File: config.mk
export PLATFORM = sky130hd
export DESIGN_NAME = instr_fetch
export DESIGN_NICKNAME = d
export VERILOG_FILES = /design/src/rtl/instr_fetch.sv
export SDC_FILE = /design/constraint.sdc
export NUM_CORES = 1
export LEC_CHECK = 0
export BUFFER_PORTS_ARGS = -buffer_cell sky130_fd_sc_hd__clkbuf_2
export CORE_MARGIN = 2
export CORE_UTILIZATION = 50
export CTS_BUF_LIST = sky130_fd_sc_hd__clkbuf_4
export CTS_CLUSTER_SIZE = 28
export DETAILED_ROUTE_END_ITERATION = 8
export PLACE_DENSITY = 0.95
export SYNTH_ARGS = -nofsm -noshare
export SYNTH_HDL_FRONTEND = slang
export SYNTH_SLANG_ARGS = --single-unit
export TNS_END_PERCENT = 100
File: constraint.sdc
create_clock -name clk -period 2.3 [get_ports clk]
set_clock_uncertainty 0.1 [all_clocks]
set_input_delay 0.23 -clock clk [delete_from_list [all_inputs] [get_ports clk]]
set_output_delay 0.23 -clock clk [all_outputs]
set_load 0.03 [all_outputs]
File: src/rtl/instr_fetch.sv
`default_nettype none
// +----------------------------------------------------------------------------+
// | Module  : instr_fetch                                                      |
// | Purpose : Instruction fetch sequencer. Clears an external program counter, |
// |           presents its value to a ROM with one cycle of read latency,      |
// |           captures the returned word into an instruction register and      |
// |           holds it until the consumer accepts it, then fetches the next.   |
// | Revision: 1.0  initial release                                             |
// +----------------------------------------------------------------------------+
// | Ports                                                                      |
// |   clk        in   1  clock, rising edge                                    |
// |   clear_n    in   1  asynchronous active-low reset                         |
// |   start      in   1  begin / restart fetching from address 0               |
// |   stop       in   1  abort fetching, return to IDLE                        |
// |   pc_address in   7  current program-counter value                         |
// |   pc_up      out  1  increment request to the program counter              |
// |   pc_clear   out  1  synchronous clear request to the program counter      |
// |   mem_addr   out  7  ROM address (follows pc_address)                     |
// |   mem_data   in  16  ROM data, valid one cycle after mem_addr              |
// |   ir         out 16  instruction register                                  |
// |   ir_addr    out  7  address the instruction in ir came from              |
// |   ir_valid   out  1  ir holds an unconsumed instruction                    |
// |   ir_ready   in   1  consumer accepts ir this cycle                        |
// |   busy       out  1  fetcher active (not IDLE / HALT)                      |
// +----------------------------------------------------------------------------+
// | Build option                                                               |
// |   FETCH_HALT_ON_WRAP_EN : stop in a HALT state once the instruction from   |
// |                           address 127 is accepted instead of wrapping to 0.|
// +----------------------------------------------------------------------------+

module instr_fetch (
  input  logic        clk,
  input  logic        clear_n,
  input  logic        start,
  input  logic        stop,
  input  logic [6:0]  pc_address,
  output logic        pc_up,
  output logic        pc_clear,
  output logic [6:0]  mem_addr,
  input  logic [15:0] mem_data,
  output logic [15:0] ir,
  output logic [6:0]  ir_addr,
  output logic        ir_valid,
  input  logic        ir_ready,
  output logic        busy
);

  typedef enum logic [2:0] {
    S_IDLE  = 3'd0,
    S_CLEAR = 3'd1,
    S_ADDR  = 3'd2,
    S_READ  = 3'd3,
`ifdef FETCH_HALT_ON_WRAP_EN
    S_HOLD  = 3'd4,
    S_HALT  = 3'd5
`else
    S_HOLD  = 3'd4
`endif
  } state_t;

  state_t state;
  state_t next_state;
  logic   load_ir;
  logic   clr_valid;

  // The ROM address is the PC itself; the PC is only moved by pc_clear/pc_up.
  assign mem_addr = pc_address;

  always_ff @(posedge clk or negedge clear_n) begin
    if (!clear_n) begin
      state <= S_IDLE;
    end else begin
      state <= next_state;
    end
  end

  always_comb begin
    next_state = state;
    pc_clear   = 1'b0;
    pc_up      = 1'b0;
    load_ir    = 1'b0;
    clr_valid  = 1'b0;
    busy       = 1'b1;

    case (state)
      S_IDLE: begin
        busy = 1'b0;
        if (start) next_state = S_CLEAR;
      end
      S_CLEAR: begin
        pc_clear   = 1'b1;
        next_state = S_ADDR;
      end
      S_ADDR: begin
        // ROM samples mem_addr on this edge; data is present during READ.
        next_state = S_READ;
      end
      S_READ: begin
        // PC advances on the same edge that captures the instruction.
        pc_up      = 1'b1;
        load_ir    = 1'b1;
        next_state = S_HOLD;
      end
      S_HOLD: begin
        if (ir_valid && ir_ready) begin
          clr_valid = 1'b1;
`ifdef FETCH_HALT_ON_WRAP_EN
          next_state = (ir_addr == 7'd127) ? S_HALT : S_ADDR;
`else
          next_state = S_ADDR;
`endif
        end
      end
`ifdef FETCH_HALT_ON_WRAP_EN
      S_HALT: begin
        busy = 1'b0;
        if (start) next_state = S_CLEAR;
      end
`endif
      default: begin
        next_state = S_IDLE;
      end
    endcase

    // stop overrides everything outside IDLE; a read in flight is dropped so
    // ir/ir_addr keep the last captured instruction.
    if (stop && (state != S_IDLE)) begin
      next_state = S_IDLE;
      load_ir    = 1'b0;
      clr_valid  = 1'b1;
    end
  end

  always_ff @(posedge clk or negedge clear_n) begin
    if (!clear_n) begin
      ir       <= 16'h0000;
      ir_addr  <= 7'd0;
      ir_valid <= 1'b0;
    end else if (load_ir) begin
      ir       <= mem_data;
      ir_addr  <= pc_address;
      ir_valid <= 1'b1;
    end else if (clr_valid) begin
      ir_valid <= 1'b0;
    end
  end

endmodule

`default_nettype wire

==> results by group <==
Outcome
  – Status: completed

Clock network
  – CTS root buffer: clkbuf_4
  – Reg clk slew, reported paths: 130 ps
  – Worst-Skew Late Latency: 300 ps
  – Clk buf depth: 2
  – H-tree depth: 1
  – Post-CTS sizing: 0
  – Post-CTS Repair Setup Buffers: 0
  – Sink Count: 27
  – CTS tree: built
  – CTS buffer count: 3

Cells and area
  – Fin nets: around 170
  – Ratio of cells with drive above 1 in the final layout: about two thirds
  – Area occupied by multi-input gates: 459 um^2
  – Layout area overhead: 21.7%
  – # fillers: 183
  – Reg area: just under 700 um^2
  – Antenna cells: 0
  – Final core occ: 62.6%

Floorplanning
  – Core area: around 0.0024 mm^2
  – Vert. Die Dim: between 50 and 60 um
  – Die area: between 0.002 and 0.003 mm^2
  – Initial Util: ~51%
  – Die Span X: roughly 54 um
  – Num ports: between 60 and 70
  – # rows: 18

Global route
  – GRT busiest layer: met2
  – Global-route wire length before repair: between 3000 and 4000 um
  – Initial antenna violation count: 0
  – Vias in the first global route: ~740
  – Met1 Use GR: between 10% and 20%
  – Overflow after GRT: 0
  – Met3 Resource Use GR: roughly 4.2%
  – Global-route track usage on met2: between 20% and 30%
  – Total GRT Usage: 16.1%
  – Pin count of the biggest net entering global routing: 28

Pwr
  – Pwr/cell area: ~1400 mW/mm^2
  – P_leak: roughly 0.81 nW
  – Worst IR drop on VDD: 0.000858 V

Placement
  – Hpwl dp: 1870 um
  – Worst slack at placement: approximately 610 ps
  – Placer Congestion: 0.761
  – Port bufs: 61

STA
  – Hold WS: approximately 39 ps
  – Final setup TNS: 0 ps
  – Max-slew violations: 0
  – # setup viols final: 0
  – F_max: 0.585 GHz
  – Final Hold Violating Endpoints: 0
  – RSZ-0062 raised after global routing: false
  – Tmin final: about 1700 ps
  – Setup WS post-layout: around 590 ps
  – Tightest Pin Transition: approximately 630 ps
  – Period utilization: about three quarters
  – Max_slew headroom: 58.3%

Synthesis
  – Synthesized cell area: 0.00125 mm^2
  – Post-Syn Area per Cell: ~15 um^2
  – Post-Syn Instances: 82
  – Flop and latch count out of synthesis: 27
  – Synthesized net count: 110
  – Part of the Yosys area used for sequential elements: between 50% and 60%
  – Unique masters post-synth: 24
  – Synth Warn #: 0

Drt
  – Wirelength per Cell: around 14 um
  – Antenna-violating nets left: 0
  – Detailed Route WL: ~2300 um
  – Via count: 840
  – Routed vias/inst: a little over 5
  – Starting DRT DRC Count: 11
  – 1st-pass router iterations: 4
  – DRC viols: 0

Setup path
  – Reg2reg setup slack: just under 600 ps
  – Worst EP required: ~2400 ps
  – Worst Path Arrival: between 1500 and 2000 ps
  – Crit path kind: register to register
  – CP Launch Type: register
  – Worst reg-to-reg path cell count: 3
  – Critical path fanouts, max: 24
  – CP Capture Type: register

Min path
  – Hold Path Depth: 2
  – Hold WC Path Type: input pin to register

Run
  – Max cap viols: 0
-- cell families (layout without fill, tap and decap cells) --
group | count (synthesis) | count (layout) | share of synthesized area, %
muxes | 24 | 24 | 27.2
DFF | 27 | 27 | 54.0
buffers and inverters | 13 | 68 | 9.30
AOI/OAI and AO/OA | 4 | 4 | 2.40
and+or+nand+nor | 14 | 14 | 7.10
-- sequential cells by signal (all words and copies together) (netlist names) --
name and flops:
state 3, ir_addr 7, ir_valid 1, ir 16
-- cell usage in the layout, fill, tap and decap left out --
master,netlist,routed
mux2i_1,1,1
dlygate4sd3_1,0,1
nor2_1,2,2
nor3_1,2,2
inv_1,2,2
and3_4,1,1
nand3_1,1,1
or2_2,1,1
a221oi_1,1,1
nand4b_1,1,1
nor2b_4,1,1
a31o_2,1,1
and2_1,1,1
nor2b_1,1,1
o211ai_1,1,1
clkinv_2,0,1
o21ai_0,1,1
dfrtp_1,27,27
nand2_1,2,2
mux2_2,4,4
mux2_4,19,19
clkbuf_2,0,61
nand2b_1,1,1
clkbuf_4,0,3
-- final cells by class --
cell class	count	share of cell area (%)
Clock buffer	3	1.48
Clock inverter	1	0.329
Inverter	2	0.493
Multi-Input combinational cell	42	30.2
Sequential cell	27	44.4
Tap cell	30	2.47
Timing Repair Buffer	62	20.7
-- worst max-delay path, stage by stage, from the launching register on --
cell     delay, ps
dfrtp_1        440
nor2b_4        200
and3_4         480
mux2_2         390
-- path summary, 6_finish.rpt --
check | startpoint | to
max | state[0] | ir[0]
min | stop | state[1]
max reg2reg | state[0] | ir[0]
min reg2reg | ir_addr[4] | ir_addr[4]
max in group asynchronous | clear_n | ir[9]
min in group asynchronous | clear_n | ir_valid
-- power breakdown --
group,leakage [nW],switching [mW],total (mW),internal (mW)
clock network,0.0177,0.124,0.189,0.0648
registers,0.332,0.143,0.832,0.689
logic,0.460,0.675,1.13,0.452
total,0.809,0.942,2.15,1.21
-- stage by stage --
step	instances	cell area (um^2)	power [mW]
floorplan	82	1250	1.66
global placement	162	1490	1.94
detailed placement	162	1490	1.98
CTS	167	1520	2.17
global route	167	1520	2.28
finish	167	1520	2.15
-- timing repair --
item | CTS | global route
endpoints found under the hold margin | 27 | 0
hold buffers | 1 | 0
setup endpoints to repair | 0 | 0
-- cells in the mapped netlist --
| master | instances | area share (%) |
|---|---|---|
| mux2_4 | 19 | 23 |
| nor2_1 | 2 | 0.60 |
| nand4b_1 | 1 | 0.70 |
| a221oi_1 | 1 | 0.70 |
| and3_4 | 1 | 0.90 |
| nor2b_1 | 1 | 0.50 |
| nand2b_1 | 1 | 0.50 |
| mux2i_1 | 1 | 0.80 |
| buf_12 | 2 | 3.2 |
| or2_2 | 1 | 0.50 |
| o211ai_1 | 1 | 0.60 |
| nand2_1 | 2 | 0.60 |
| inv_1 | 2 | 0.60 |
| a31o_2 | 1 | 0.70 |
| buf_2 | 1 | 0.40 |
| nor2b_4 | 1 | 1.1 |
| o21ai_0 | 1 | 0.40 |
| buf_4 | 7 | 4.2 |
| buf_6 | 1 | 0.90 |
| and2_1 | 1 | 0.50 |
| nor3_1 | 2 | 0.80 |
| mux2_2 | 4 | 3.6 |
| nand3_1 | 1 | 0.40 |
| dfrtp_1 | 27 | 54 |
-- routing by layer --
layer	wire [um]	vias to the layer above
met4	21	0
met5	0	-
li1	-	384
met3	204	2
met2	1200	44
met1	917	410
No activity file was read; power rests on OpenSTA's default activity.
